### src/rtl/refcheck_seq_monitor.sv
// Sequences NUM_INSTR back-to-back ILA/RTL refinement-check windows and
// compares observable data at each window end, keeping sticky mismatch/timeout.
module refcheck_seq_monitor #(
    parameter int CNT_W     = 5,
    parameter int MAX_CYCLE = 11,
    parameter int END_CYCLE = 1,
    parameter int USE_READY = 0,
    parameter int NUM_INSTR = 2,
    parameter int DATA_W    = 8
) (
    input  logic              clk,
    input  logic              rst_n,
    input  logic              issue_i,
    input  logic              rtl_ready_i,
    input  logic [DATA_W-1:0] ila_data_i,
    input  logic [DATA_W-1:0] rtl_data_i,
    output logic [CNT_W-1:0]  cycle_cnt_o,
    output logic              start_o,
    output logic              started_o,
    output logic              edcond_o,
    output logic              iend_o,
    output logic              ended_o,
    output logic              ended2_o,
    output logic              reseted_o,
    output logic [3:0]        instr_idx_o,
    output logic              mismatch_o,
    output logic              timeout_o,
    output logic              done_o
);

    typedef enum logic [1:0] {ST_START, ST_RUN, ST_GAP, ST_DONE} state_t;

    localparam logic [CNT_W-1:0] MAX_C    = CNT_W'(MAX_CYCLE);
    localparam logic [CNT_W-1:0] END_C    = CNT_W'(END_CYCLE);
    localparam logic [3:0]       LAST_IDX = 4'(NUM_INSTR - 1);

    generate
        if ((MAX_CYCLE >= (1 << CNT_W)) || (END_CYCLE < 1) || (END_CYCLE >= MAX_CYCLE) ||
            (NUM_INSTR < 1) || (NUM_INSTR > 16)) begin : g_bad_params
            $error("refcheck_seq_monitor: illegal parameter combination");
        end
    endgenerate

    state_t             state_q, state_d;
    logic [CNT_W-1:0]   cnt_q, cnt_d;
    logic [3:0]         idx_q, idx_d;
    logic               start_q, start_d;
    logic               started_q, started_d;
    logic               ended_q, ended_d;
    logic               ended2_q, ended2_d;
    logic               reseted_q;
    logic               mismatch_q, mismatch_d;
    logic               timeout_q, timeout_d;
    logic               done_q, done_d;
    logic               edcond_s;
    logic               iend_s;

    // End condition and first-end detection for the current window
    always_comb begin
        if (USE_READY != 0) begin
            edcond_s = started_q && rtl_ready_i && (cnt_q >= CNT_W'(1));
        end else begin
            edcond_s = started_q && (cnt_q == END_C);
        end
        iend_s = edcond_s && reseted_q && !ended_q;
    end

    // Next-state and next-flag computation
    always_comb begin
        state_d    = state_q;
        cnt_d      = cnt_q;
        idx_d      = idx_q;
        start_d    = start_q;
        started_d  = started_q;
        ended_d    = ended_q;
        ended2_d   = ended2_q;
        mismatch_d = mismatch_q;
        timeout_d  = timeout_q;
        done_d     = done_q;
        case (state_q)
            ST_START: begin
                if (issue_i) begin
                    state_d   = ST_RUN;
                    start_d   = 1'b0;
                    started_d = 1'b1;
                    cnt_d     = CNT_W'(1);
                end else begin
                    cnt_d = {CNT_W{1'b0}};
                end
            end
            ST_RUN: begin
                if (cnt_q != MAX_C) begin
                    cnt_d = cnt_q + CNT_W'(1);
                end else begin
                    cnt_d = cnt_q;
                end
                // A real end event outranks a timeout in the same cycle
                if (iend_s) begin
                    ended_d = 1'b1;
                    if (ila_data_i != rtl_data_i) begin
                        mismatch_d = 1'b1;
                    end else begin
                        mismatch_d = mismatch_q;
                    end
                    if (idx_q == LAST_IDX) begin
                        state_d = ST_DONE;
                        done_d  = 1'b1;
                    end else begin
                        state_d = ST_GAP;
                    end
                end else if (cnt_q == MAX_C) begin
                    timeout_d = 1'b1;
                    state_d   = ST_DONE;
                    done_d    = 1'b1;
                end else begin
                    state_d = ST_RUN;
                end
            end
            ST_GAP: begin
                idx_d     = idx_q + 4'd1;
                cnt_d     = {CNT_W{1'b0}};
                started_d = 1'b0;
                ended_d   = 1'b0;
                ended2_d  = 1'b0;
                start_d   = 1'b1;
                state_d   = ST_START;
            end
            ST_DONE: begin
                if (edcond_s && ended_q && !ended2_q) begin
                    ended2_d = 1'b1;
                end else begin
                    ended2_d = ended2_q;
                end
            end
            default: begin
                state_d = ST_START;
            end
        endcase
    end

    // State and flag registers; reset overrides everything, even mid-window
    always_ff @(posedge clk) begin
        if (!rst_n) begin
            state_q    <= ST_START;
            cnt_q      <= {CNT_W{1'b0}};
            idx_q      <= 4'd0;
            start_q    <= 1'b1;
            started_q  <= 1'b0;
            ended_q    <= 1'b0;
            ended2_q   <= 1'b0;
            reseted_q  <= 1'b1;
            mismatch_q <= 1'b0;
            timeout_q  <= 1'b0;
            done_q     <= 1'b0;
        end else begin
            state_q    <= state_d;
            cnt_q      <= cnt_d;
            idx_q      <= idx_d;
            start_q    <= start_d;
            started_q  <= started_d;
            ended_q    <= ended_d;
            ended2_q   <= ended2_d;
            reseted_q  <= reseted_q;
            mismatch_q <= mismatch_d;
            timeout_q  <= timeout_d;
            done_q     <= done_d;
        end
    end

    assign cycle_cnt_o = cnt_q;
    assign start_o     = start_q;
    assign started_o   = started_q;
    assign edcond_o    = edcond_s;
    assign iend_o      = iend_s;
    assign ended_o     = ended_q;
    assign ended2_o    = ended2_q;
    assign reseted_o   = reseted_q;
    assign instr_idx_o = idx_q;
    assign mismatch_o  = mismatch_q;
    assign timeout_o   = timeout_q;
    assign done_o      = done_q;

endmodule

### config.mk
export PLATFORM = sky130hd
export DESIGN_NAME = refcheck_seq_monitor
export DESIGN_NICKNAME = d
export VERILOG_FILES = /design/src/rtl/refcheck_seq_monitor.sv
export SDC_FILE = /design/constraint.sdc
export NUM_CORES = 1
export LEC_CHECK = 0
export ABC_AREA = 1
export CAP_MARGIN = 20
export CORE_MARGIN = 5
export CORE_UTILIZATION = 35
export CTS_CLUSTER_DIAMETER = 60
export CTS_CLUSTER_SIZE = 30
export DETAILED_ROUTE_END_ITERATION = 12
export HOLD_SLACK_MARGIN = 0.05
export PLACE_DENSITY = 0.73
export SLEW_MARGIN = 20
export SYNTH_ARGS = -nofsm -noshare
export SYNTH_HDL_FRONTEND = slang
export SYNTH_SLANG_ARGS = --single-unit
export TNS_END_PERCENT = 100
### constraint.sdc
create_clock -name clk -period 1.6 [get_ports clk]
set_input_delay 0.24 -clock clk [delete_from_list [all_inputs] [get_ports clk]]
set_output_delay 0.24 -clock clk [all_outputs]
set_load 0.02 [all_outputs]
=== Word level (Yosys, flattened, before mapping) ===
Index checks and enable logic that the tools add are counted.

* $add $sub $neg: 2
* Equal/unequal tests: 13
* Mux-type cells: 19
* Bitwise logic cells: 1
* Reductions and logical operators: 20

{| class="wikitable"
|+ Operators with widths
! cell !! count
|-
| case mux 5 bit (3 select lines) || 1
|-
| AND reduction 2 bit || 5
|-
| 2-to-1 mux 1 bit || 9
|-
| AND reduction 3 bit || 3
|-
| != test 2 bit, second input constant || 4
|-
| != test 8 bit || 1
|-
| case mux 1 bit (2 select lines) || 4
|-
| nonzero test 2 bit || 4
|-
| 2-to-1 mux 2 bit || 3
|-
| case mux 2 bit (3 select lines) || 1
|-
| adder 5 x 1 -> 5 bit, second input constant || 1
|-
| == test 5 x 1 -> 1 bit, second input constant || 1
|-
| == test 5 x 4 -> 1 bit, second input constant || 1
|-
| 2-to-1 mux 5 bit || 1
|-
| != test 5 x 4 -> 1 bit, second input constant || 1
|-
| adder 4 x 1 -> 4 bit, second input constant || 1
|-
| == test 2 bit, second input constant || 2
|-
| == test 4 x 1 -> 1 bit, second input constant || 1
|-
| logical AND 1 bit || 4
|-
| nonzero test 3 bit || 1
|-
| == test 2 x 1 -> 1 bit, second input constant || 1
|-
| zero test 1 bit || 2
|-
| zero test 2 bit || 1
|-
| != test 2 x 1 -> 1 bit, second input constant || 1
|-
| NOT 1 bit || 1
|}

* Register bits: 18
* Word-level logic and storage cells: 65

=== Depth between registers and ports, before layout ===
Gate-level depths: netlist of run 1.

* Word-level depth: 6
* Depth in mapped cells: 11
* Gate-level depth less buffers: 10

=== Worst setup path before layout of run 1 ===
OpenSTA, ideal clock, no wires.

* Path kind: flip-flop to flip-flop
* Start: register cnt_q[0] (netlist: cycle_cnt_o[0])
* End: register ended2_q (netlist: ended2_o)
* Arrival time: 1.565 ns
* Required time: 1.527 ns
* Path slack: -0.038 ns
* Cell stages (with the launch flop): 6
* Path buffers: 0
* Path through: dfxtp_1 -> ha_1 -> nand2_1 -> nor3_1 -> nand3_1 -> a21oi_1

* Longest elaborated chain between the ends: 6

{| class="wikitable"
|+ RTL lines
! what !! RTL line !! RTL
|-
| start, declared || 45 || <nowiki>logic [CNT_W-1:0] cnt_q, cnt_d;</nowiki>
|-
| start signal, assigned || 145 || <nowiki>cnt_q <= {CNT_W{1'b0}};</nowiki>
|-
| start signal, assigned || 157 || <nowiki>cnt_q <= cnt_d;</nowiki>
|-
| == test 5 x 1 -> 1 bit || 63 || <nowiki>edcond_s = started_q && (cnt_q == END_C);</nowiki>
|-
| logical AND 1 bit || 63 ||
|-
| named net edcond_o || 20 || <nowiki>output logic edcond_o,</nowiki>
|-
| logical AND 1 bit (2 in series) || 129 || <nowiki>if (edcond_s && ended_q && !ended2_q) begin</nowiki>
|-
| != test 2 bit (no line) || n/a ||
|-
| AND reduction 2 bit (no line) || n/a ||
|-
| end signal, assigned || 162 || <nowiki>ended2_q <= ended2_d;</nowiki>
|-
| end, declared || 50 || <nowiki>logic ended2_q, ended2_d;</nowiki>
|}

The timed path passes the listed nets, and every way through them passes these cells.
A chain may end at the register's enable or synchronous reset.

=== Worst setup path in the final report of run 1 ===
* Start: register cnt_q[4] (netlist: cycle_cnt_o[4])
* End: output cycle_cnt_o[4]

{| class="wikitable"
|+ RTL lines
! what !! RTL line !! RTL
|-
| end, declared || 17 || <nowiki>output logic [CNT_W-1:0] cycle_cnt_o,</nowiki>
|}

No word-level cell between the ends.

==> results of run 1 <==
[power breakdown]
part	internal (mW)	total, mW	switching [mW]
registers	0.486	0.515	0.0290
logic	0.220	0.488	0.268
clock network	0.0875	0.223	0.135
total	0.793	1.23	0.432
[Yosys cell counts, drive strengths merged]
master and count:
dfxtp 18, clkinv 1, nor2 12, inv 31, a31oi 1, nand2 44, o22ai 1, nor4 1
nor3b 1, xnor2 4, a21oi 14, ha 9, nand3 9, conb 1, nand4 2, buf 2
xor2 1, o21ai 9, nor3 3
[flip-flops by register name, summed over array words and instances, names as in the netlist]
| signal | cells |
|---|---|
| started_o | 1 |
| state_q | 2 |
| timeout_o | 1 |
| ended2_o | 1 |
| instr_idx_o | 4 |
| mismatch_o | 1 |
| cycle_cnt_o | 5 |
| ended_o | 1 |
| start_o | 1 |
| done_o | 1 |
[kinds of logic after synthesis]
kind of cell               after synthesis  share of synthesized area
DFF                                     18                     0.3240
other                                    1                   0.003371
and+or+nand+nor                         72                     0.2902
AOI/OAI and AO/OA                       25                     0.1147
buffers and inverters                   34                     0.1271
xor gates and xnor gates                 5                    0.03937
adders and majority gates                9                     0.1012
[worst reg2reg max path, stage by stage, from the launching register on]
cell	delay, ns
dfxtp_1	0.35
buf_4	0.14
ha_1	0.25
nand4_2	0.18
nand2_4	0.13
inv_4	0.06
nand2_1	0.05
nand2_1	0.04
nand2_1	0.05
nor2_1	0.03
[metal layers]
| layer | up-vias | part of all wire | routed length, microns | global-route usage |
|---|---|---|---|---|
| met1 | 497 | 0.43 | 1137 | 0.1426 |
| met5 | - | 0 | 0 | 0 |
| met2 | 30 | 0.51 | 1327 | 0.2305 |
| li1 | 609 | - | - | - |
| met3 | 4 | 0.050 | 131 | 0.02891 |
| met4 | 0 | 0.0095 | 25 | 0.03807 |
[final cells by class]
class	instances	area, sq um
tap	44	55.05
multi-input combinational	112	620.6
sequential	18	362.8
inverter	32	122.6
clock buffer	3	22.52
timing repair buffer	48	454.2
fill	312	1415
[path summary, 6_finish.rpt]
kind                  startpoint             end  slack (ns)
setup / recovery  cycle_cnt_o[4]  cycle_cnt_o[4]        0.05
hold / removal        mismatch_o      mismatch_o        0.45
setup reg to reg  cycle_cnt_o[0]  cycle_cnt_o[3]        0.23
hold reg to reg       mismatch_o      mismatch_o        0.45
[repair_timing]
| action | CTS | global route |
|---|---|---|
| setup endpoints to repair | 6 | 6 |
| endpoints found under the hold margin | 0 | 0 |
| resized for setup | 12 | 13 |
==> impl_metrics.csv, run 1 <==
group,metric,value,unit
status,status,"completed",
clock_network,cts.sinks,18,
timing,fin_skew,0.003326,ns
drt,wl_per_cell,10.20,microns
synth,ys_warn_count,0,
setup_path,end_kind,"primary output",
setup_path,crit_path_top_delay_cell,"clkdlybuf4s50_1",
floorplan,rows,20,
floorplan,die_area,0.004406,sq mm
timing,fin_setup_tns,0,ns
setup_path,critPathBufInv,1,
floorplan,die_w,66.38,microns
floorplan,ios,39,
clock_network,cts_root_buf,"clkbuf_4",
setup_path,crit_arrival,1.31,ns
power,peakVddDrop,0.6412,mV
placement,place_ws,-0.05565,ns
cells_and_area,fin_util,0.5365,
drt,drc_errors,0,
run,maxCapViolations,0,
clock_network,cts_inserted_buffers,3,
setup_path,crit_type,"reg2out",
timing,hold_viol,0,
setup_path,crit_chain,"clkdlybuf4s50_1",
placement,gp_congestion,0.7621,
cells_and_area,layout_common_cells,"nand2_1 (40), inv_1 (28), clkdlybuf4s50_1 (26)",
timing,max_freq,0.6464,GHz
min_path,min_path_type,"reg2reg",
placement,numPlacedInstances,254,
setup_path,cp_top_family,"buffers and inverters",
cells_and_area,layout-drive-gt1-share,0.1455,
setup_path,path_depth,1,
clock_network,postCtsHoldBufs,0,
synth,synth_cell_types,27,
global_routing,grt_max_degree,11,
drt,dr.first_iter.drc_count,19,
cells_and_area,area_delta_synth_final,47.24,%
clock_network,clockBufferDepth,2,
power,p_per_area,748.2,mW/mm^2
setup_path,cp_max_fo,4,
min_path,hold_depth,2,
synth,yosysSeqAreaShare,0.3240,
timing,post-route-period-util,0.9668,
setup_path,reg2reg_depth,9,
synth,synth_fp_nets,193,
setup_path,crit_path_max_incr_delay,0.63,ns
cells_and_area,layoutNonFillerInstCount,257,
timing,whs,0.4521,ns
clock_network,cts_tree,"done",
timing,setup_slack,0.05308,ns
synth,synth_area_leader_cell,"dfxtp_1",
global_routing,grt_overflow_total,0,
synth,synthTopCellsByArea,"dfxtp_1 (32%), nand2_1 (14%), ha_1 (10%), inv_1 (10%), a21oi_1 (6.3%)",
global_routing,grt_use_total,0.1259,
drt,vias,1140,
floorplan,initial_core_util,0.3643,
drt,drt_pre_antenna_iters,4,
synth,netlist_instances,164,
clock_network,cts.repair_timing.setup_buffer_count,0,
setup_path,start_kind,"flip-flop",
cells_and_area,design_area,0.001638,sq mm
synth,ys_ff_latch,18,
drt,wl,2622,microns
timing,period_needed,1.547,ns
drt,vias_per_cell,4.436,
setup_path,required,1.36,ns
drt,drtAntennaViolNets,0,
power,p_leak,0.8236,nW
synth,avgSynthCellArea,6.782,sq um
cells_and_area,num-nets-final,244,
power,p_total,1.225,mW
placement,dp_hpwl,2112,microns
global_routing,grt_pass1_vias,1012,
cells_and_area,antenna_cells,0,
timing,finalMaxSlewViolations,0,
global_routing,antenna_found_initial,0,
placement,placed_cell_area,0.001604,sq mm
floorplan,core,0.003053,sq mm
cells_and_area,final_common_cell,"nand2_1",
clock_network,path_clk_slew,0.10,ns
timing,setup_viol,0,
global_routing,grt_pass1_wl,4326,microns
clock_network,clock_latency,0.29,ns
synth,synth_area,0.001112,sq mm
synth,synth_top_area_share,0.3240,
placement,port_buffers,36,
floorplan,die_h,66.38,microns
clock_network,htreeDepth,1,
Note: power is estimated with default switching activity, not from simulation.
==> run 2, diff against run 1 <==
--- a/config.mk
+++ b/config.mk
@@ -12,8 +12,9 @@
 export CTS_CLUSTER_DIAMETER = 60
 export CTS_CLUSTER_SIZE = 30
 export DETAILED_ROUTE_END_ITERATION = 12
+export DONT_BUFFER_PORTS = 1
 export HOLD_SLACK_MARGIN = 0.05
-export PLACE_DENSITY = 0.73
+export PLACE_DENSITY = 0.57
 export SLEW_MARGIN = 20
 export SYNTH_ARGS = -nofsm -noshare
 export SYNTH_HDL_FRONTEND = slang
==> run 2 against run 1 <==
  * Core utilization is 9.5 points lower
  * Sequential share of layout area up 5.1 points
  * Sequential power rose by 5.0%
  * Clock skew grew 0.0040 ns
  * Critical path depth rose by 6
  * Total power is 0.52% higher
  * Largest power group unchanged
  * Clock-buffer cell count grew 1
  * Combinational power fell by 17%
  * Register-to-register slack got worse by 0.07 ns
  * Via count is 8.2% lower
  * Worst hold slack got worse by 0.38 ns
  * Setup slack improved by 0.025 ns
==> impl_metrics.csv, run 2 (same netlist as run 1, synthesis figures left out) <==
group,metric,value,unit
cells_and_area,ff_latch_area,367.9,sq um
setup_path,crit_type,"reg2out",
timing,period_needed,1.522,ns
min_path,hold-path-endpoint,"instr_idx_o[1]",
drt,drt_pre_antenna_iters,6,
clock_network,clockBufferDepth,2,
drt,wl_per_cell,11.68,microns
setup_path,ff2ff_setup_slack,0.16,ns
timing,setup_slack,0.07787,ns
power,p_per_area,914.1,mW/mm^2
power,p_leak,0.6341,nW
drt,drc_errors,0,
min_path,hold_path_startpoint,"rst_n",
timing,post-route-period-util,0.9513,
drt,drtAntennaViolNets,0,
floorplan,die_w,66.38,microns
floorplan,core,0.003053,sq mm
cells_and_area,layout_common_cells,"nand2_1 (40), inv_1 (27), a21oi_1 (14), dfxtp_1 (14), buf_4 (12)",
power,power.share.clock,0.232,
drt,vias,1047,
timing,max_freq,0.6570,GHz
timing,hold_viol,0,
clock_network,clock_latency,0.30,ns
setup_path,cp_max_fo,2,
floorplan,initial_core_util,0.3643,
cells_and_area,multi_input_area,644.4,sq um
power,power_frac_seq,0.439,
drt,wl,2628,microns
placement,gp_congestion,0.8408,
drt,dr.first_iter.drc_count,41,
floorplan,die_area,0.004406,sq mm
cells_and_area,layout-drive-gt1-share,0.1934,
global_routing,grt_use_total,0.1251,
status,status,"completed",
clock_network,path_clk_slew,0.11,ns
floorplan,die_h,66.38,microns
cells_and_area,antenna_cells,0,
placement,place_ws,0.1331,ns
setup_path,worst_r2r_endpoint,"cycle_cnt_o[3]",
clock_network,cts_root_buf,"clkbuf_4",
setup_path,r2r_start,"state_q[1]",
clock_network,cts_tree,"done",
drt,vias_per_cell,4.653,
timing,fin_skew,0.007370,ns
global_routing,grt_pass1_wl,4278,microns
run,maxCapViolations,0,
floorplan,ios,39,
setup_path,start_kind,"flip-flop",
clock_network,cts.sinks,18,
global_routing,grt_pass1_vias,996,
power,p_switching,438.1,uW
timing,whs,0.07062,ns
cells_and_area,fin_util,0.4414,
global_routing,grt_overflow_total,0,
timing,setup_viol,0,
cells_and_area,fillCellCount,354,
min_path,hold_depth,2,
cells_and_area,largest_register_ff_count,5,
power,combPwrFrac,0.329,
clock_network,cts_inserted_buffers,3,
setup_path,required,1.36,ns
placement,dp_hpwl,2090,microns
clock_network,htreeDepth,1,
timing,rsz0062_at_grt,"yes",
cells_and_area,final_common_cell,"nand2_1",
min_path,min_path_type,"in2reg",
setup_path,crit_arrival,1.28,ns
power,internal_power,793.7,uW
global_routing,grt_max_degree,11,
power,peakVddDrop,0.2859,mV
timing,finalMaxSlewViolations,0,
floorplan,rows,20,
cells_and_area,num-nets-final,211,
cells_and_area,area_delta_synth_final,21.15,%
setup_path,end_kind,"primary output",
setup_path,reg2reg_depth,10,
placement,port_buffers,0,
global_routing,antenna_found_initial,0,
power,p_sw_frac,0.3556,
-- run 2: cell types whose count changed in the layout (fill, tap and decap cells not counted), moves of 2 or more --
cell / delta
clkdlybuf4s50_1: -26
dlygate4sd3_1: +2
dlygate4sd2_1: -4
dfxtp_1: -2
dlymetal6s2s_1: -4
-- run 2: how the worst max path moves through the flow --
stage	start	endpoint	slack, ns	cells after the start
after floorplan	cycle_cnt_o[0]	ended2_o	0.17	5
after global placement	state_q[0]	cycle_cnt_o[3]	0.17	10
after detailed placement	state_q[1]	cycle_cnt_o[3]	0.13	10
after CTS	cycle_cnt_o[0]	edcond_o	0.006	4
after global routing	cycle_cnt_o[1]	iend_o	-0.01	7
final	cycle_cnt_o[1]	iend_o	0.08	7
-- run 2: cell type report --
class | instances | area share
clock buffer | 4 | 0.02693
inverter | 32 | 0.09099
multi-input combinational | 112 | 0.4782
sequential | 18 | 0.2730
tap | 44 | 0.04085
timing repair buffer | 15 | 0.09006
-- run 2: worst max-delay path: stages, from the launching register on --
cell and delay (ns):
dfxtp_2 0.34, inv_2 0.06, ha_4 0.14, nand2_4 0.06, inv_2 0.05, nand4_1 0.12, inv_2 0.11, buf_6 0.12
-- run 2: per-layer routing --
metal	track usage	wire length (microns)	up-vias
met1	0.1392	1071	479
met3	0.03061	126	2
li1	-	-	547
met4	0.05330	12	0
met5	0	0	-
met2	0.2230	1417	19
-- run 2: through the flow --
step	TNS, ns	std cells	instance area [sq um]	power, mW
finish	0	225	1348	1.232
global route	-0.01404	225	1348	1.326
CTS	0	222	1290	1.203
detailed placement	0	215	1221	0.8988
global placement	0	215	1221	0.8862
floorplan	0	164	1117	0.8147
-- run 2: power by group through the flow --
stage	combinational (mW)	sequential (mW)	clock, mW
6_report	0.406	0.541	0.285
3_3_place_gp	0.341	0.546	0
5_1_grt	0.456	0.546	0.325
4_1_cts	0.368	0.538	0.296
3_5_place_dp	0.351	0.548	0
2_1_floorplan	0.256	0.559	0
-- run 2: repair_timing --
item / 4_1_cts / 5_1_grt
pin swaps: 0 / 1
hold buffers: 1 / 1
endpoints found under the setup margin: 2 / 5
endpoints found under the hold margin: 1 / 2
buffers inserted: 2 / 2
resized for setup: 5 / 10
